`src/rtl/delta_sigma_pw_modulator.sv`:
```
// Error-feedback requantiser feeding a single/dual-slope PWM generator.
// Defining DS_SECOND_ORDER_EN selects second-order noise shaping; the default build is first order.

module delta_sigma_quantiser #(
   parameter int IN_BITS   = 16,
   parameter int FRAC_BITS = 8,
   parameter int PWM_BITS  = 9
) (
   input  logic [IN_BITS-1:0]          u,
   input  logic signed [FRAC_BITS-1:0] err0,
   input  logic signed [FRAC_BITS-1:0] err1,
   input  logic [PWM_BITS-1:0]         limit,
   output logic [PWM_BITS-1:0]         y_next,
   output logic signed [FRAC_BITS-1:0] err_next
);
   localparam int VW = IN_BITS + 2;
   localparam logic signed [VW-1:0] HALF  = VW'(2 ** (FRAC_BITS - 1));
   localparam logic signed [VW-1:0] E_MAX = HALF - VW'(1);
   localparam logic signed [VW-1:0] E_MIN = -HALF;

   logic signed [VW-1:0] u_ext, v, q, lim, y_wide, resid;

   assign u_ext = signed'(VW'(u));
   assign lim   = signed'(VW'(limit));

`ifdef DS_SECOND_ORDER_EN
   assign v = u_ext + (VW'(err0) <<< 1) - VW'(err1);
`else
   assign v = u_ext + VW'(err0);
`endif

   // round half up, then clip into the duty range so y can never overflow
   assign q = (v + HALF) >>> FRAC_BITS;

   always_comb begin
      y_wide = q;
      if (q < 0)
         y_wide = '0;
      else if (q > lim)
         y_wide = lim;
   end

   assign y_next = PWM_BITS'(y_wide);
   assign resid  = v - (y_wide <<< FRAC_BITS);

   always_comb begin
      err_next = FRAC_BITS'(resid);
      if (resid > E_MAX)
         err_next = FRAC_BITS'(E_MAX);
      else if (resid < E_MIN)
         err_next = FRAC_BITS'(E_MIN);
   end
endmodule

// Counter direction states (dual slope only; single slope stays in DIR_UP)
//   state    | meaning
//   DIR_UP   | counting up from 0 towards the last value below M
//   DIR_DOWN | repeating the top value then counting back to 0
module delta_sigma_pw_modulator #(
   parameter int IN_BITS   = 16,
   parameter int FRAC_BITS = 8,
   parameter int PWM_BITS  = 9
) (
   input  logic                clk,
   input  logic                reset,
   input  logic [IN_BITS-1:0]  u,
   input  logic                dual_slope_en,
   input  logic                double_slope_en,
   input  logic [PWM_BITS-1:0] compare_max,
   output logic                pulse_done,
   output logic                pwm_out
);
   localparam logic [0:0] DIR_UP   = 1'b0;
   localparam logic [0:0] DIR_DOWN = 1'b1;

   logic [PWM_BITS-1:0] k, k_next, m_lat, m_eff, y, y_eff, y_next;
   logic [PWM_BITS:0]   step, k_up, m_ext;
   logic [0:0]          dir, dir_next;
   logic                start, dual_lat, dbl_lat, dual_eff, dbl_eff, last;
   logic                y_valid, y_loaded;
   logic signed [FRAC_BITS-1:0] sreg [0:1];
   logic signed [FRAC_BITS-1:0] err_next;

   delta_sigma_quantiser #(
      .IN_BITS  (IN_BITS),
      .FRAC_BITS(FRAC_BITS),
      .PWM_BITS (PWM_BITS)
   ) ds_mod (
      .u       (u),
      .err0    (sreg[0]),
      .err1    (sreg[1]),
      .limit   (compare_max),
      .y_next  (y_next),
      .err_next(err_next)
   );

   // live configuration applies only in the first cycle of a period, latched copy afterwards
   assign m_eff    = start ? compare_max     : m_lat;
   assign dual_eff = start ? dual_slope_en   : dual_lat;
   assign dbl_eff  = start ? double_slope_en : dbl_lat;

   assign step  = dbl_eff ? (PWM_BITS+1)'(2) : (PWM_BITS+1)'(1);
   assign k_up  = {1'b0, k} + step;
   assign m_ext = {1'b0, m_eff};
   assign y_eff = (y > m_eff) ? m_eff : y;

   always_comb begin
      last     = 1'b0;
      k_next   = k;
      dir_next = dir;
      if (m_eff == '0) begin
         last     = 1'b1;
         k_next   = '0;
         dir_next = DIR_UP;
      end else if (!dual_eff) begin
         if (k_up > m_ext) begin
            last   = 1'b1;
            k_next = '0;
         end else begin
            k_next = k_up[PWM_BITS-1:0];
         end
      end else if (dir == DIR_UP) begin
         if (k_up >= m_ext)
            dir_next = DIR_DOWN;
         else
            k_next = k_up[PWM_BITS-1:0];
      end else begin
         if (k == '0) begin
            last     = 1'b1;
            dir_next = DIR_UP;
         end else begin
            k_next = k - step[PWM_BITS-1:0];
         end
      end
   end

   assign pulse_done = last & ~reset;

   always_ff @(posedge clk or posedge reset) begin
      if (reset) begin
         k        <= '0;
         dir      <= DIR_UP;
         start    <= 1'b1;
         m_lat    <= '0;
         dual_lat <= 1'b0;
         dbl_lat  <= 1'b0;
         y        <= '0;
         y_valid  <= 1'b0;
         y_loaded <= 1'b0;
         sreg[0]  <= '0;
         sreg[1]  <= '0;
         pwm_out  <= 1'b0;
      end else begin
         k       <= k_next;
         dir     <= dir_next;
         start   <= last;
         y_valid <= last;
         if (start) begin
            m_lat    <= compare_max;
            dual_lat <= dual_slope_en;
            dbl_lat  <= double_slope_en;
         end
         if (last) begin
            y       <= y_next;
            sreg[1] <= sreg[0];
            sreg[0] <= err_next;
         end
         if (y_valid)
            y_loaded <= 1'b1;
         // output stays low until the first requantised sample has landed
         pwm_out <= (y_loaded | y_valid) & (k < y_eff);
      end
   end
endmodule

```
`config.mk`:
```
export PLATFORM = sky130hd
export DESIGN_NAME = delta_sigma_pw_modulator
export DESIGN_NICKNAME = d
export VERILOG_FILES = /design/src/rtl/delta_sigma_pw_modulator.sv
export SDC_FILE = /design/constraint.sdc
export NUM_CORES = 1
export LEC_CHECK = 0
export ABC_CLOCK_PERIOD_IN_PS = 8000
export CAP_MARGIN = 20
export CORE_ASPECT_RATIO = 1.4
export CORE_MARGIN = 1.5
export CORE_UTILIZATION = 42
export DETAILED_ROUTE_END_ITERATION = 10
export PLACE_DENSITY = 0.68
export SLEW_MARGIN = 20
export SYNTH_ARGS = -nofsm -noshare
export SYNTH_HDL_FRONTEND = slang
export SYNTH_SLANG_ARGS = --single-unit
```
`constraint.sdc`:
```
create_clock -name clk -period 8 [get_ports clk]
set_input_delay 1.6 -clock clk [delete_from_list [all_inputs] [get_ports clk]]
set_output_delay 1.6 -clock clk [all_outputs]
set_load 0.01 [all_outputs]
```
# After elaboration in Yosys (flattened, before gate mapping)
# Index checks and enable logic that the tools add are counted.
# totals
register_bits,42
in_bits,29
# classes
n_addsub,5
order_cmp,8
n_eq_ne,2
n_mux,25
n_bitwise,4
reduce_logical,4
# ops
operator,n
two-way mux 9 bit,8
two-way mux 10 bit,2
adder 17 x 8 -> 18 bit,1
adder 18 x 9 -> 18 bit (second input constant),1
greater-than comparator 18 x 8 -> 1 bit (second input constant),1
zero test 9 bit,2
less-than comparator 18 x 8 -> 1 bit (second input constant),1
subtractor 18 bit,1
two-way mux 8 bit,2
two-way mux 1 bit,12
adder 9 x 2 -> 10 bit,1
greater-or-equal comparator 10 x 9 -> 1 bit,1
greater-than comparator 10 bit,1
greater-than comparator 10 x 9 -> 1 bit,1
less-than comparator 10 x 1 -> 1 bit (second input constant),1
greater-than comparator 9 bit,1
less-than comparator 9 bit,1
subtractor 9 x 2 -> 9 bit,1
!= test 4 bit (second input constant),2
AND 1 bit,2
two-way mux 2 bit,1
AND reduction 2 bit,1
nonzero test 2 bit,1
inverter 1 bit,1
OR 1 bit,1

# Depth between registers and ports, before layout
# Gate-level depths: netlist of run 1.
# logic_depth
depth_word,9
depth_mapped,31
ltp_nobuf,29

# Cells and area by module
# From an unflattened synthesis of run 1, not the netlist that was laid out.
# unflattened
hier_cells,581
hier_area_um2,5296.3
# modules_own_cells
module,instances,cells_each,area_each_um2
delta_sigma_pw_modulator,1,295,3181.8
delta_sigma_quantiser,1,286,2114.5

# Worst setup path before layout of run 1
# Ideal clock, no wire load.
# synth_timing
path_type,input-to-reg
start,in u[0]
end,reg sreg[8] (netlist bit)
arrival_ns,7.363
t_required_ns,7.904
path_slack_ns,0.541
stages,30
n_path_buf,2
path_cell_list,ha_1 -> inv_1 -> fa_1 -> nand2b_1 -> a21oi_1 -> o21ai_1 -> a211oi_1 -> inv_1 -> and3_4 -> buf_6 -> and3_1 -> xnor2_1 -> ha_1 -> nand3_1 -> nor3_1 -> nor2_1 -> o211ai_1 -> and2_1 -> clkbuf_1 -> mux2_2 -> or2_1 -> ha_1 -> nor2b_1 -> o2111ai_1 -> nand3b_1 -> xor2_1 -> nand3_1 -> nor4_1 -> nor2_1 -> o31ai_1
# synth_via
elab_chain_len,9
elab_cells_between_ends,11
classes_between,add/sub: 3; order compare: 4; mux: 4
# synth_rtl
item,line,text
start: declaration,66,"input logic [IN_BITS-1:0] u,"
adder 17 x 8 -> 18 bit *,29,assign v = u_ext + VW'(err0);
adder 18 x 9 -> 18 bit,33,assign q = (v + HALF) >>> FRAC_BITS;
greater-than comparator 10 bit,39,else if (q > lim)
two-way mux 10 bit,39,
two-way mux 10 bit,37,if (q < 0)
subtractor 18 bit *,44,assign resid = v - (y_wide <<< FRAC_BITS);
less-than comparator 18 x 8 -> 1 bit,50,else if (resid < E_MIN)
two-way mux 8 bit,50,
two-way mux 8 bit *,48,if (resid > E_MAX)
end: declaration,81,logic signed [FRAC_BITS-1:0] sreg [0:1];
# Mark *: on every way between the ends. The rest lies on a longest branch, timed or not.
# A chain may end at the register's enable or synchronous reset.

# Worst setup path in the final report of run 1
# layout_timing
start,in u[0]
end,reg sreg[9] (netlist bit)
# Same word-level chain as after synthesis.

==> metrics, run 1 <==
Worst R2R Setup Slack 1450 ps; Area contributors post-synth dfrtp_1, ha_1, nor2_1; crit path from u[0]; CP most frequent cell ha_1; CTS Buf Count 5; CP Buf/Inv Count 3; Avg Cell Area, Syn 8.35 µm²; CTS Sinks 42; fin area 0.00599 mm²; final worst slack 326 ps; largest net degree at the start of global routing 43; top-area cell type share of the netlist area 20.0%; hpwl dp 10800 µm; initial antenna violation count 0; utilization after layout 50.5%; die area 0.0129 mm²; largest fanout on the critical path 5; Cells after Synth 613; minimum clock period 7670 ps; clk buf depth 2; ANT nets after route 0; chip width 96.3 µm; clk_lat worst skew 290 ps; Synth Flop Type dfrtp_1; post-synth cell types 76; Core Box Area 0.0119 mm²; critical path launch point type input port; Pre-Repair DR Iteration Count 4; H-tree Lvls 2; Worst Setup End Kind flop; I/O pins 31; fin. max-slew vios 0; Setup TNS 0 ps; I/O Buffers 30; Final Hold Fails 0; Initial DRC Count 168; cell type with the highest aggregate area in the netlist dfrtp_1; cell family with most CP delay compound AO/OA/AOI/OAI gates; die height 134 µm; most frequent cells in the layout ha_1, nor2_1, inv_1; hold-fix buffers at CTS 0; # diodes 0; TritonCTS clock tree built; slew margin rel. 43.3%; vias 4704; CP Depth 28; vias in the first global route 4812; share of layout cells above drive strength 1 13.6%; critical path data arrival time 7840 ps; Synth Warn # 0; Via density 5.87; Fillers 1147; critical path class in -> reg; GRT Total Usage 21.6%; maxcap violations 0; CP required 8170 ps; Max Fclk 0.130 GHz; Net Count, Synth 712; final period utilization 95.9%; status finished, final reports clean; Layout area overhead 17.0%; RR Endpoint sreg[9]$_DFFE_PP0N_; Post-synth EDFFs 0; CTS root buf clkbuf_16; final-stage net count 753; WL final 13300 µm; Worst-path clk slew 60 ps; DR DRC count 0; FF-to-FF Start sreg[15]$_DFFE_PP0N_; initial cell density of the core 43.1%; pre-CTS setup slack -179 ps; worst slew pin tran 848 ps; r2r worst-path depth 24; class of the worst hold path reg -> reg; Post-Place Cell Area 0.00567 mm²; row count 47; commonest non-fill, non-tap cell in the layout ha_1; Routed WL per cell 16.6 µm; max incr delay on CP 460 ps; GP Congestion 0.890; remaining global-route overflow 0; crit path to sreg[9]$_DFFE_PP0N_; slowest CP cell clkdlybuf4s50_1; synthesized cell area 0.00512 mm²; post-synthesis async set-or-reset flop share 100%; flops & latches, synth 42; clock skew 4.70 ps; first-pass GRT wire length 22000 µm; Seq/Total Area, Yosys 20.5%; final setup vio count 0
-- layer usage --
metal	part of all wire (%)	vias to the layer above	global-route usage, %
li1	-	2316	-
met1	40	2229	23.1
met2	53	117	39.9
met3	2.4	42	2.57
met4	4.7	0	11.8
met5	0	-	0
-- sequential cells by signal, summed over array words and instances (netlist names) --
register and flops:
start 1, sreg 8, dual_lat 1, y_loaded 1, pwm_out 1, m_lat 9, dbl_lat 1, y 9
dir 1, k 9, y_valid 1
-- cell usage after synthesis, drive strengths merged (6+ instances only) --
library cell	n
a211oi	8
a21o	12
a21oi	37
a31oi	14
and2	13
and3	10
buf	6
clkbuf	11
dfrtp	41
ha	66
inv	47
mux2i	15
nand2	42
nand2b	9
nand3	12
nand4	10
nor2	55
nor2b	16
nor3	15
o21a	9
o21ai	32
o22ai	7
o31ai	9
or2	12
or3	8
xnor2	21
xor2	9
-- how the worst min path moves through the flow --
stage | end | cells after the start | startpoint | slack [ps]
6_report | y_loaded$_DFFE_PP0P_ | 1 | y_valid$_DFF_PP0_ | 450
2_1_floorplan | y_loaded$_DFFE_PP0P_ | 1 | y_valid$_DFF_PP0_ | 420
4_1_cts | y_loaded$_DFFE_PP0P_ | 1 | y_valid$_DFF_PP0_ | 450
5_1_grt | y_loaded$_DFFE_PP0P_ | 1 | y_valid$_DFF_PP0_ | 460
3_5_place_dp | y_loaded$_DFFE_PP0P_ | 1 | y_valid$_DFF_PP0_ | 440
3_3_place_gp | y_loaded$_DFFE_PP0P_ | 1 | y_valid$_DFF_PP0_ | 430
-- kinds of logic after synthesis --
logic type | Yosys count | share of synthesized area [%]
buffers and inverters | 64 | 5.30
multiplexers | 18 | 3.66
AND/OR/NAND/NOR | 217 | 22.4
adder cells (fa/ha/maj) | 70 | 17.7
AO/OA/AOI/OAI | 172 | 24.9
XOR/XNOR | 30 | 5.50
flip-flops | 42 | 20.5
-- repair_timing --
action	CTS	global route
setup endpoints to repair	0	8
setup buffers	0	1
gates resized for setup	0	28
-- stage by stage --
step           hold WS [ps]  cells
6_report                447    802
5_1_grt                 463    802
4_1_cts                 450    800
3_5_place_dp            436    792
3_3_place_gp            430    792
2_1_floorplan           419    613
-- cell type report --
| class | instances | area (µm²) | share of cell area [%] |
|---|---|---|---|
| clock buffer | 5 | 125 | 2.09 |
| tap | 147 | 184 | 3.07 |
| timing repair buffer | 50 | 450 | 7.52 |
| multi-input combinational | 508 | 3940 | 65.7 |
| inverter | 47 | 176 | 2.94 |
| clock inverter | 3 | 68.8 | 1.15 |
| sequential | 42 | 1050 | 17.6 |
Power of run 1 is left out: the tool's default activity adds up to more than one toggle a clock period on the data nets, which glitch-free logic cannot reach.
==> run 2: changes to the inputs <==
--- a/config.mk
+++ b/config.mk
@@ -12,7 +12,7 @@
 export CORE_UTILIZATION = 42
 export DETAILED_ROUTE_END_ITERATION = 10
 export PLACE_DENSITY = 0.68
-export SLEW_MARGIN = 20
+export SLEW_MARGIN = 40
 export SYNTH_ARGS = -nofsm -noshare
 export SYNTH_HDL_FRONTEND = slang
 export SYNTH_SLANG_ARGS = --single-unit
==> results of run 2 <==
Same layout as run 1: the final DEF is identical, and so are final timing and power.
Power of run 2 is left out for the same reason.
==> run 3: changes to the inputs <==
--- a/config.mk
+++ b/config.mk
@@ -6,13 +6,14 @@
 export NUM_CORES = 1
 export LEC_CHECK = 0
 export ABC_CLOCK_PERIOD_IN_PS = 8000
-export CAP_MARGIN = 20
+export CAP_MARGIN = 30
 export CORE_ASPECT_RATIO = 1.4
 export CORE_MARGIN = 1.5
-export CORE_UTILIZATION = 42
+export CORE_UTILIZATION = 50
 export DETAILED_ROUTE_END_ITERATION = 10
-export PLACE_DENSITY = 0.68
+export PLACE_DENSITY = 0.77
 export SLEW_MARGIN = 40
 export SYNTH_ARGS = -nofsm -noshare
 export SYNTH_HDL_FRONTEND = slang
 export SYNTH_SLANG_ARGS = --single-unit
+export TNS_END_PERCENT = 5
==> run 3 against run 2 <==
Effect of this change: register-to-register slack worse by 40 ps; utilization rose by 8.4 points; hold slack improved by 20 ps; critical path type unchanged; critical endpoint unchanged.
==> metrics, run 3 (synthesis results as in run 1) <==
critical path launch point type input port; critical path data arrival time 7850 ps (about the same); critical path class in -> reg; remaining global-route overflow 0 (unchanged); class of the worst hold path reg -> reg; cell family with most CP delay compound AO/OA/AOI/OAI gates; ANT nets after route 0 (unchanged); largest net degree at the start of global routing 43 (unchanged); Largest regs k: 9 flops, m_lat: 9 flops, y: 9 flops; die height 123 µm (-8.2%); Via density 6.02 (+2.6%); first-pass GRT wire length 21400 µm (-2.8%); GRT Total Usage 25.1% (+3.5 points); Worst-path clk slew 60 ps (about the same); Core Box Area 0.00995 mm² (-16%); most frequent cells in the layout ha_1, nor2_1, inv_1; CP Buf/Inv Count 2 (-1); final-stage net count 751 (-0.27%); GP Congestion 0.945 (+6.2%); clk buf depth 2 (unchanged); CP required 8160 ps (about the same); CTS Sinks 42 (unchanged); Worst Setup End Kind flop; Final Hold Fails 0 (unchanged); vias 4742 (+0.81%); commonest non-fill, non-tap cell in the layout ha_1; maxcap violations 0 (unchanged); Initial DRC Count 159 (-5.4%); WL final 13300 µm (-0.13%); chip width 88.5 µm (-8.1%); vias in the first global route 4721 (-1.9%); CTS root buf clkbuf_16; slowest CP cell clkdlybuf4s50_1; TritonCTS clock tree built; share of layout cells above drive strength 1 11.2% (-2.4 points); fin. max-slew vios 0 (unchanged); Max Fclk 0.130 GHz (-0.16%); I/O pins 31 (unchanged); hold-fix buffers at CTS 0 (unchanged); initial cell density of the core 51.5% (+8.3 points); row count 43 (-8.5%); largest fanout on the critical path 7 (+2); Routed WL per cell 16.8 µm (+1.6%); clock skew 5.68 ps (+0.980 ps); # diodes 0 (unchanged); worst hold slack 467 ps (+20.1 ps); clk_lat worst skew 290 ps (about the same); CTS Buf Count 5 (unchanged); die area 0.0109 mm² (-16%); initial antenna violation count 0 (unchanged); H-tree Lvls 2 (unchanged); CP most frequent cell ha_1; minimum clock period 7690 ps (+12.2 ps); worst slew pin tran 768 ps (-79.9 ps); Fillers 897 (-22%); Pre-Repair DR Iteration Count 4 (unchanged); final period utilization 96.1% (+0.15 points); status finished, final reports clean; max incr delay on CP 460 ps (about the same); final setup vio count 0 (unchanged); DR DRC count 0 (unchanged); slew margin rel. 48.6% (+5.3 points); Layout area overhead 14.4%; I/O Buffers 30 (unchanged); hpwl dp 10900 µm (+0.87%)
==> run 3: metal layers <==
layer / global-route usage [%] / wire length [µm]
met4: 13.0 / 579
met1: 25.1 / 5080
met3: 2.76 / 299
met5: 0 / 0
met2: 49.4 / 7320
==> run 3: timing repair <==
action                     in CTS  in global routing
hold endpoints to repair        0                  0
resized for setup               0                 12
setup endpoints to repair       0                  8
buffers inserted                0                  0
==> run 3: worst paths after layout <==
kind | startpoint | end | slack (ps) | cells past startpoint
max | u[0] | sreg[9]$_DFFE_PP0N_ | 310 | 27
min reg2reg | y_valid$_DFF_PP0_ | y_loaded$_DFFE_PP0P_ | 470 | 1
max reg2reg | sreg[15]$_DFFE_PP0N_ | sreg[9]$_DFFE_PP0N_ | 1410 | 24
max in group asynchronous | reset | m_lat[2]$_DFF_PP0_ | 5860 | 3
min in group asynchronous | reset | dir$_DFFE_PP0P_ | 1780 | 3
min | y_valid$_DFF_PP0_ | y_loaded$_DFFE_PP0P_ | 470 | 1
==> run 3: stage by stage <==
step           cells  util [%]  instance area [µm²]  setup TNS, ps  setup slack, ps
2_1_floorplan    613         -                 5120              0              541
3_3_place_gp     780      56.8                 5650              0              120
3_5_place_dp     780      56.8                 5650           -716             -132
4_1_cts          788      58.4                 5820              0              162
5_1_grt          788      58.9                 5860          -66.6            -41.8
6_report         788      58.9                 5860              0              314
==> run 3: cell type report <==
cell class / instances / area (µm²) / share of cell area (%)
repair buffers: 49 / 443 / 7.56
flip-flops and latches: 42 / 1050 / 18.0
inverters: 47 / 176 / 3.01
multi-input cells: 507 / 3850 / 65.7
clock inverters: 2 / 37.5 / 0.641
well taps: 135 / 169 / 2.88
clock buffers: 6 / 129 / 2.20
Power of run 3 is left out for the same reason.
